`src/rtl/debounce_pkg.sv`:
```
// Shared types and defaults for the multi-channel switch debouncer.
// Latency: n/a (definitions only).
// Backpressure: none; constants and helpers only.
package debounce_pkg;

    typedef enum logic [1:0] {
        ST_LOW       = 2'd0,
        ST_WAIT_HIGH = 2'd1,
        ST_HIGH      = 2'd2,
        ST_WAIT_LOW  = 2'd3
    } t_db_state;

    localparam int DEFAULT_DEBOUNCE_CYCLES = 20000;
    localparam int DEFAULT_SYNC_STAGES     = 2;

    // The accepted level is high while the channel sits in, or is leaving, the high region.
    function automatic logic db_level(input t_db_state st);
        return (st == ST_HIGH) || (st == ST_WAIT_LOW);
    endfunction

endpackage

```
`src/rtl/input_synchronizer.sv`:
```
// Multi-bit flip-flop chain bringing asynchronous levels into the clk domain.
// Latency: STAGES clk edges from input to o_dout.
// Backpressure: none; free-running shift every cycle.
module input_synchronizer #(
    parameter int WIDTH  = 4,
    parameter int STAGES = 2
) (
    input  logic             clk,
    input  logic             rst,
    input  logic [WIDTH-1:0] i_din,
    output logic [WIDTH-1:0] o_dout
);

    logic [STAGES-1:0][WIDTH-1:0] r_sync;

    // Shift the raw levels through the chain; stage 0 is the metastability catcher.
    always_ff @(posedge clk) begin
        if (rst) begin
            r_sync <= '0;
        end else begin
            r_sync <= {r_sync[STAGES-2:0], i_din};
        end
    end

    assign o_dout = r_sync[STAGES-1];

endmodule

```
`src/rtl/multi_input_debouncer.sv`:
```
// Independent per-channel debouncers with synchronizer, qualify counter and edge pulses.
// Latency: SYNC_STAGES + DEBOUNCE_CYCLES + 1 clk edges from raw change to x_db change.
// Backpressure: none; every channel is evaluated every cycle.
module multi_input_debouncer
    import debounce_pkg::*;
#(
    parameter int N_INPUTS        = 4,
    parameter int DEBOUNCE_CYCLES = DEFAULT_DEBOUNCE_CYCLES,
    parameter int SYNC_STAGES     = DEFAULT_SYNC_STAGES
) (
    input  logic                clk,
    input  logic                rst,
    input  logic [N_INPUTS-1:0] x_raw,
    output logic [N_INPUTS-1:0] x_db,
    output logic [N_INPUTS-1:0] x_rise,
    output logic [N_INPUTS-1:0] x_fall
);

    localparam int             CNT_W    = $clog2(DEBOUNCE_CYCLES);
    localparam logic [CNT_W-1:0] CNT_LAST = CNT_W'(DEBOUNCE_CYCLES - 1);

    logic [N_INPUTS-1:0] w_sync;

    input_synchronizer #(
        .WIDTH  (N_INPUTS),
        .STAGES (SYNC_STAGES)
    ) u_sync (
        .clk    (clk),
        .rst    (rst),
        .i_din  (x_raw),
        .o_dout (w_sync)
    );

    for (genvar g = 0; g < N_INPUTS; g++) begin : g_ch
        t_db_state        r_state;
        t_db_state        w_state_nxt;
        logic [CNT_W-1:0] r_cnt;
        logic [CNT_W-1:0] w_cnt_nxt;
        logic             w_db_nxt;
        logic             r_db;
        logic             r_rise;
        logic             r_fall;

        // Advance the FSM state and qualify counter.
        always_ff @(posedge clk) begin
            if (rst) begin
                r_state <= ST_LOW;
                r_cnt   <= '0;
            end else begin
                r_state <= w_state_nxt;
                r_cnt   <= w_cnt_nxt;
            end
        end

        // Next state: a level change must hold for DEBOUNCE_CYCLES samples; any bounce aborts.
        always_comb begin
            w_state_nxt = r_state;
            w_cnt_nxt   = r_cnt;
            case (r_state)
                ST_LOW: begin
                    if (w_sync[g]) begin
                        w_state_nxt = ST_WAIT_HIGH;
                        w_cnt_nxt   = '0;
                    end
                end
                ST_WAIT_HIGH: begin
                    if (!w_sync[g]) begin
                        w_state_nxt = ST_LOW;
                    end else if (r_cnt == CNT_LAST) begin
                        w_state_nxt = ST_HIGH;
                    end else begin
                        w_cnt_nxt = r_cnt + CNT_W'(1);
                    end
                end
                ST_HIGH: begin
                    if (!w_sync[g]) begin
                        w_state_nxt = ST_WAIT_LOW;
                        w_cnt_nxt   = '0;
                    end
                end
                ST_WAIT_LOW: begin
                    if (w_sync[g]) begin
                        w_state_nxt = ST_HIGH;
                    end else if (r_cnt == CNT_LAST) begin
                        w_state_nxt = ST_LOW;
                    end else begin
                        w_cnt_nxt = r_cnt + CNT_W'(1);
                    end
                end
                default: begin
                    w_state_nxt = ST_LOW;
                    w_cnt_nxt   = '0;
                end
            endcase
            w_db_nxt = db_level(w_state_nxt);
        end

        // Register the level from the next state so x_db moves on the qualifying edge;
        // reset clears everything directly, so no fall pulse is generated.
        always_ff @(posedge clk) begin
            if (rst) begin
                r_db   <= 1'b0;
                r_rise <= 1'b0;
                r_fall <= 1'b0;
            end else begin
                r_db   <= w_db_nxt;
                r_rise <= w_db_nxt & ~r_db;
                r_fall <= ~w_db_nxt & r_db;
            end
        end

        assign x_db[g]   = r_db;
        assign x_rise[g] = r_rise;
        assign x_fall[g] = r_fall;
    end

endmodule

```
`config.mk`:
```
export PLATFORM = sky130hd
export DESIGN_NAME = multi_input_debouncer
export DESIGN_NICKNAME = d
export VERILOG_FILES = /design/src/rtl/debounce_pkg.sv /design/src/rtl/input_synchronizer.sv /design/src/rtl/multi_input_debouncer.sv
export SDC_FILE = /design/constraint.sdc
export NUM_CORES = 1
export LEC_CHECK = 0
export CAP_MARGIN = 15
export CORE_MARGIN = 2
export CORE_UTILIZATION = 60
export CTS_BUF_LIST = sky130_fd_sc_hd__clkbuf_8
export DETAILED_ROUTE_END_ITERATION = 12
export HOLD_SLACK_MARGIN = 0.1
export PLACE_DENSITY = 0.89
export SLEW_MARGIN = 20
export SYNTH_ARGS = -nofsm -noshare
export SYNTH_HDL_FRONTEND = slang
export SYNTH_SLANG_ARGS = --single-unit
```
`constraint.sdc`:
```
create_clock -name clk -period 2.2 [get_ports clk]
set_input_delay 0.66 -clock clk [delete_from_list [all_inputs] [get_ports clk]]
set_output_delay 0.66 -clock clk [all_outputs]
set_load 0.02 [all_outputs]
```
# --- After elaboration in Yosys (flattened, before gate mapping) ---
# Index checks and enable logic that the tools add are counted.
totals:
  regBits: 88
  latch_bits: 0
  mem_bits_rw: 0
  rom_bits: 0
  in_bits: 6
  word_cells: 146
  n_memories: 0
classes:
  add_sub_neg: 4
  mul: 0
  div: 0
  magnitude_cmp: 0
  n_eq_ne: 40
  n_shift: 0
  n_mux: 52
  bitwise: 16
  reduce_logical: 12
ops:
  columns: ["cell", "n"]
  rows:
  - ["15-bit two-way mux", 20]
  - ["15-bit one-hot mux with 4 select lines", 4]
  - ["15-bit by 1-bit adder with 15-bit output (second input constant)", 4]
  - ["15-bit == test (second input constant)", 4]
  - ["2-bit two-way mux", 24]
  - ["2-bit == test (second input constant)", 16]
  - ["2-bit one-hot mux with 4 select lines", 4]
  - ["2-bit by 1-bit inequality test with 1-bit output (second input constant)", 8]
  - ["2-bit inequality test (second input constant)", 8]
  - ["4-bit AND reduction", 4]
  - ["1-bit AND", 8]
  - ["2-bit by 1-bit == test with 1-bit output (second input constant)", 4]
  - ["2-bit zero test", 4]
  - ["1-bit inverter", 8]
  - ["1-bit logical OR", 4]

# --- Logic depth before layout (Yosys ltp) ---
depth:
  ltp_word: 8
  mapped_depth: 7

# --- Modules after synthesis ---
# A second synthesis with hierarchy kept.
unflattened:
  cells_unflattened: 478
  area_unflattened_um2: 4282.9
by_module_without_submodules:
  columns: ["module", "instances", "cells_per_inst", "area_per_inst_um2"]
  rows:
  - ["multi_input_debouncer", 1, 458, 4042.6]
  - ["input_synchronizer", 1, 20, 240.2]

# --- Worst setup path after synthesis ---
# Ideal clock, no wire load.
synth_path:
  kind: "reg-to-reg"
  startpoint: "register g_ch[1].r_cnt[6]"
  endpoint: "register g_ch[1].r_cnt[7]"
  arrival_time_ns: 1.680
  slack_ns: 0.388
  path_stages_with_launch: 6
  path_cell_list: "dfxtp_1 or4_4 or4_4 buf_6 nand4bb_2 a31oi_1"
synth_via:
  elab_chain_len: 4
  word_cells_on_any_way: 6
  classes_between: "1 x add/sub; 1 x eq/ne; 4 x mux"
synth_rtl:
  columns: ["item", "line", "source"]
  rows:
  - ["from (decl)", "multi_input_debouncer.sv:37", "logic [CNT_W-1:0] r_cnt;"]
  - ["from (signal assigned)", "multi_input_debouncer.sv:51", "r_cnt <= w_cnt_nxt;"]
  - ["15-bit by 1-bit adder with 15-bit output / 15-bit == test (equally long branches)", null, null]
  - ["15-bit two-way mux *", "multi_input_debouncer.sv:69, multi_input_debouncer.sv:84", null]
  - ["15-bit two-way mux, on equally long branches", "multi_input_debouncer.sv:82, multi_input_debouncer.sv:67", null]
  - ["15-bit one-hot mux with 4 select lines *", "multi_input_debouncer.sv:59", "case (r_state)"]
# Every way passes the cells marked *; elsewhere a longest branch is shown, timed or not. The select of a mux whose other input is x is not followed.
# A chain may end at the register's enable or synchronous reset.

# --- Worst setup path after layout ---
layout_path:
  startpoint: "register g_ch[0].r_cnt[0]"
  endpoint: "register g_ch[0].r_cnt[7]"
layout_via:
  elab_chain_len: 4
  word_cells_on_any_way: 6
  classes_between: "1 x add/sub; 1 x eq/ne; 4 x mux"
layout_rtl:
  columns: ["item", "line"]
  rows:
  - ["from (decl)", "multi_input_debouncer.sv:37"]
  - ["from (signal assigned)", "multi_input_debouncer.sv:51"]
  - ["15-bit by 1-bit adder with 15-bit output / 15-bit == test (equally long branches)", null]
  - ["15-bit two-way mux *", "multi_input_debouncer.sv:69, multi_input_debouncer.sv:84"]
  - ["15-bit two-way mux, on equally long branches", "multi_input_debouncer.sv:82, multi_input_debouncer.sv:67"]
  - ["15-bit one-hot mux with 4 select lines *", "multi_input_debouncer.sv:59"]
# Marked as above.

==> summary.txt <==
Outcome
  • Status: complete, no violations

Clocking
  • Clock Latency Late Sink: 0.37 ns
  • CTS tree: built
  • # Post-CTS Setup Buffers: 0
  • H-tree depth: 3
  • Total CTS buffers: 9
  • Total clock sinks: between 80 and 90
  • Clock transition at the registers of the reported paths: approximately 0.090 ns
  • Deepest clock path buffer count: 2
  • CTS root buf: clkbuf_8

Power and ir drop
  • Psw: 668 uW
  • VDD IR-drop max: 0.428 mV
  • Combinational fraction of design power: 0.034
  • Pwr Density: 610 mW/mm2
  • Sw frac: 0.243
  • Clock Power Share: 0.393
  • Leak pwr: 1.46 nW
  • Sequential share of power: 0.573
  • Internal power: 2.08 mW

Place
  • IO Port Bufs: 17
  • GP Congestion: 0.895
  • DPL Wire Length: 6210 um

Setup path
  • Crit path max-delay family: simple AND/OR/NAND/NOR gates
  • Worst path most repeated cell: and4_1
  • Max FO, Critical Path: 20
  • Crit path kind: flip-flop to flip-flop
  • R2R Path Start: g_ch[0].r_cnt[0]
  • Number of buffer and inverter stages on the critical path: 0
  • CP Launch Type: flip-flop
  • Reg-to-reg endpoint: g_ch[0].r_cnt[7]
  • Critical Path, Cell by Cell: ha_1 -> and4_1 -> and4_1 -> or4_1 -> a21boi_0
  • Critical path data required time: 2.48 ns
  • Cells on worst reg2reg path: 5
  • Worst path max stage delay: just under 0.6 ns
  • CP Capture Type: flip-flop
  • Slowest-stage cell, CP: or4_1
  • Flop-to-flop setup slack: between 0.1 and 0.15 ns
  • Critical Path AT: between 2 and 2.5 ns

Timing
  • Setup violations, final: 0
  • F_max: 0.481 GHz
  • Min cycle time layout: 2.08 ns
  • Max transition margin: 0.500
  • Slew Viols, Final: 0
  • TNS Setup: 0 ns
  • Final Hold Viols: 0
  • Slew @ Worst Pin: about 0.75 ns
  • Period utilisation layout: 0.945
  • Setup Skew: 0.0128 ns
  • RSZ-0062 raised after global routing: no

Drt
  • Antenna Nets Post-Route: 0
  • Vias: 3704
  • Drt first pass iters: 5
  • Residual DRC: 0
  • Vias per std cell: ~6.7
  • WL/cell: 16.9 um
  • Starting DRT DRC Count: 178
  • Routed WL: 9280 um

Min path
  • Hold Path Class: flip-flop to flip-flop
  • Worst Hold Depth: 1
  • HP Start: u_sync.r_sync[0]
  • Endpoint, Worst Hold: u_sync.o_dout[0]

Cells and area
  • Final Util: 0.666
  • Filler cells: approximately 570
  • Most frequent cells in the layout: dfxtp_1, a21oi_1, nand4_1, nand2_1, nor2_1
  • # diodes: 0
  • Layout cells sized above 1: 0.0851
  • Commonest non-fill, non-tap cell in the layout: dfxtp_1
  • Layout area overhead: 8.44%
  • Multi-input gate area: 0.00219 mm2
  • # nets final: 475
  • Sequential cell area: 0.00172 mm2

Yosys
  • Gate Count Post-Synth: 462
  • Register area share after synthesis: 0.415
  • Post-synth top area cell: dfxtp_1
  • Synthesized Nets: about 470
  • Yosys warning count: 0
  • Most area-consuming cells after synthesis: dfxtp_1, a21oi_1, nand4_1, o31ai_1, and4_1
  • Avg Cell Area, Syn: around 9 um2
  • Async SR Flop Fraction: 0
  • Synth cell types: 58
  • Number of flops mapped to enable cells by yosys: 0
  • Top_reg_cell synth: dfxtp_1
  • Syn Std Cell Area: 0.00415 mm2
  • Top-area cell type share of the netlist area: 0.415
  • Post-synthesis register bit count: 86

Floorplanning
  • Site Rows: 30
  • Starting density of the core: 0.614
  • I/O pin total: 18
  • Die height: just under 90 um
  • Core area: 0.00676 mm2
  • Die area: 0.00760 mm2
  • Die X: 87.2 um

Global routing
  • Vias in the first global route: 3330
  • Initial antenna violation count: 0
  • Total GRT Usage: 0.257
  • First-pass GRT wire length: 15600 um
  • Overflow after GRT: 0
  • Pin count of the biggest net entering global routing: 30

Run
  • Max cap viols: 0
## cell type report
type | instances | area share
Clock inverter | 5 | 0.00918
Tap cell | 80 | 0.0222
Multi-Input combinational cell | 329 | 0.487
Sequential cell | 86 | 0.383
Clock buffer | 11 | 0.0336
Inverter | 10 | 0.00834
Timing Repair Buffer | 29 | 0.0573
## logic make-up (layout without fill, tap and decap cells)
group,count (synthesis),in the layout,synth area share
AO/OA/AOI/OAI,107,107,0.173
multiplexers,3,3,0.00724
adder cells (fa/ha/maj),4,4,0.0121
buffers and inverters,47,55,0.0573
XOR/XNOR,19,19,0.0419
AND/OR/NAND/NOR,196,196,0.294
flip-flops,86,86,0.415
## synthesized netlist by cell type (3+ instances only)
master / count
inv_1: 10
o21ai_1: 3
mux2i_1: 3
o311ai_0: 6
nand2_1: 24
a21oi_1: 31
a21boi_0: 3
xnor2_1: 8
and4_1: 14
or3_1: 11
o31ai_1: 17
or4_1: 13
nand3_1: 20
ha_1: 4
buf_2: 4
and3_1: 8
nor4b_1: 9
nand4b_1: 5
and2_1: 6
clkbuf_1: 17
nor2_1: 23
xor2_1: 10
buf_4: 13
a21boi_1: 3
o21ai_0: 13
nand2b_1: 4
a31oi_1: 7
nand4_1: 24
nor3_1: 8
o41ai_1: 8
nor2b_1: 10
dfxtp_1: 86
## power groups by stage
stage          combinational, mW  clock, mW  sequential [mW]
5_1_grt                    0.103       1.16             1.58
4_1_cts                   0.0923       1.08             1.57
3_5_place_dp              0.0919          0             1.61
2_1_floorplan             0.0601          0             1.61
3_3_place_gp              0.0896          0             1.61
6_report                  0.0937       1.08             1.57
## routing by layer
metal,track usage,up-vias,share of wire
li1,-,1751,-
met1,0.322,1798,0.44
met2,0.427,124,0.48
met3,0.0616,31,0.052
met4,0.0993,0,0.024
met5,0,-,0
## flip-flops by register name (all words and copies together), names as in the netlist
signal and count:
g_ch.r_cnt 60, g_ch.r_state 8, g_ch.r_fall 4, g_ch.r_rise 4, u_sync.o_dout 4, u_sync.r_sync 4
g_ch.r_db 2
## metrics by stage
step           hold slack [ns]  setup WS [ns]  total power, mW  std cells  area, um2
2_1_floorplan            0.414          0.388             1.67        462       4150
3_5_place_dp             0.433          0.162             1.70        534       4300
5_1_grt                  0.470         0.0346             2.84        550       4500
3_3_place_gp             0.418          0.270             1.70        534       4300
6_report                 0.455          0.121             2.75        550       4500
4_1_cts                  0.456         0.0454             2.75        550       4500
## repair_timing
item,4_1_cts,5_1_grt
gates resized for setup,0,1
hold buffers,0,0
setup endpoints to repair,0,1
## how the worst max path moves through the flow
| stage | startpoint | to | slack, ns | depth (start not counted) |
|---|---|---|---|---|
| 2_1_floorplan | g_ch[1].r_cnt[6] | g_ch[1].r_cnt[7] | 0.39 | 5 |
| 3_3_place_gp | g_ch[0].r_cnt[0] | g_ch[0].r_cnt[7] | 0.27 | 5 |
| 3_5_place_dp | g_ch[0].r_cnt[0] | g_ch[0].r_cnt[7] | 0.16 | 5 |
| 4_1_cts | g_ch[0].r_state[1] | x_db[0] | 0.05 | 1 |
| 5_1_grt | g_ch[0].r_cnt[0] | g_ch[0].r_cnt[7] | 0.03 | 5 |
| 6_report | g_ch[0].r_cnt[0] | g_ch[0].r_cnt[7] | 0.12 | 5 |
No activity file was read; power rests on OpenSTA's default activity.
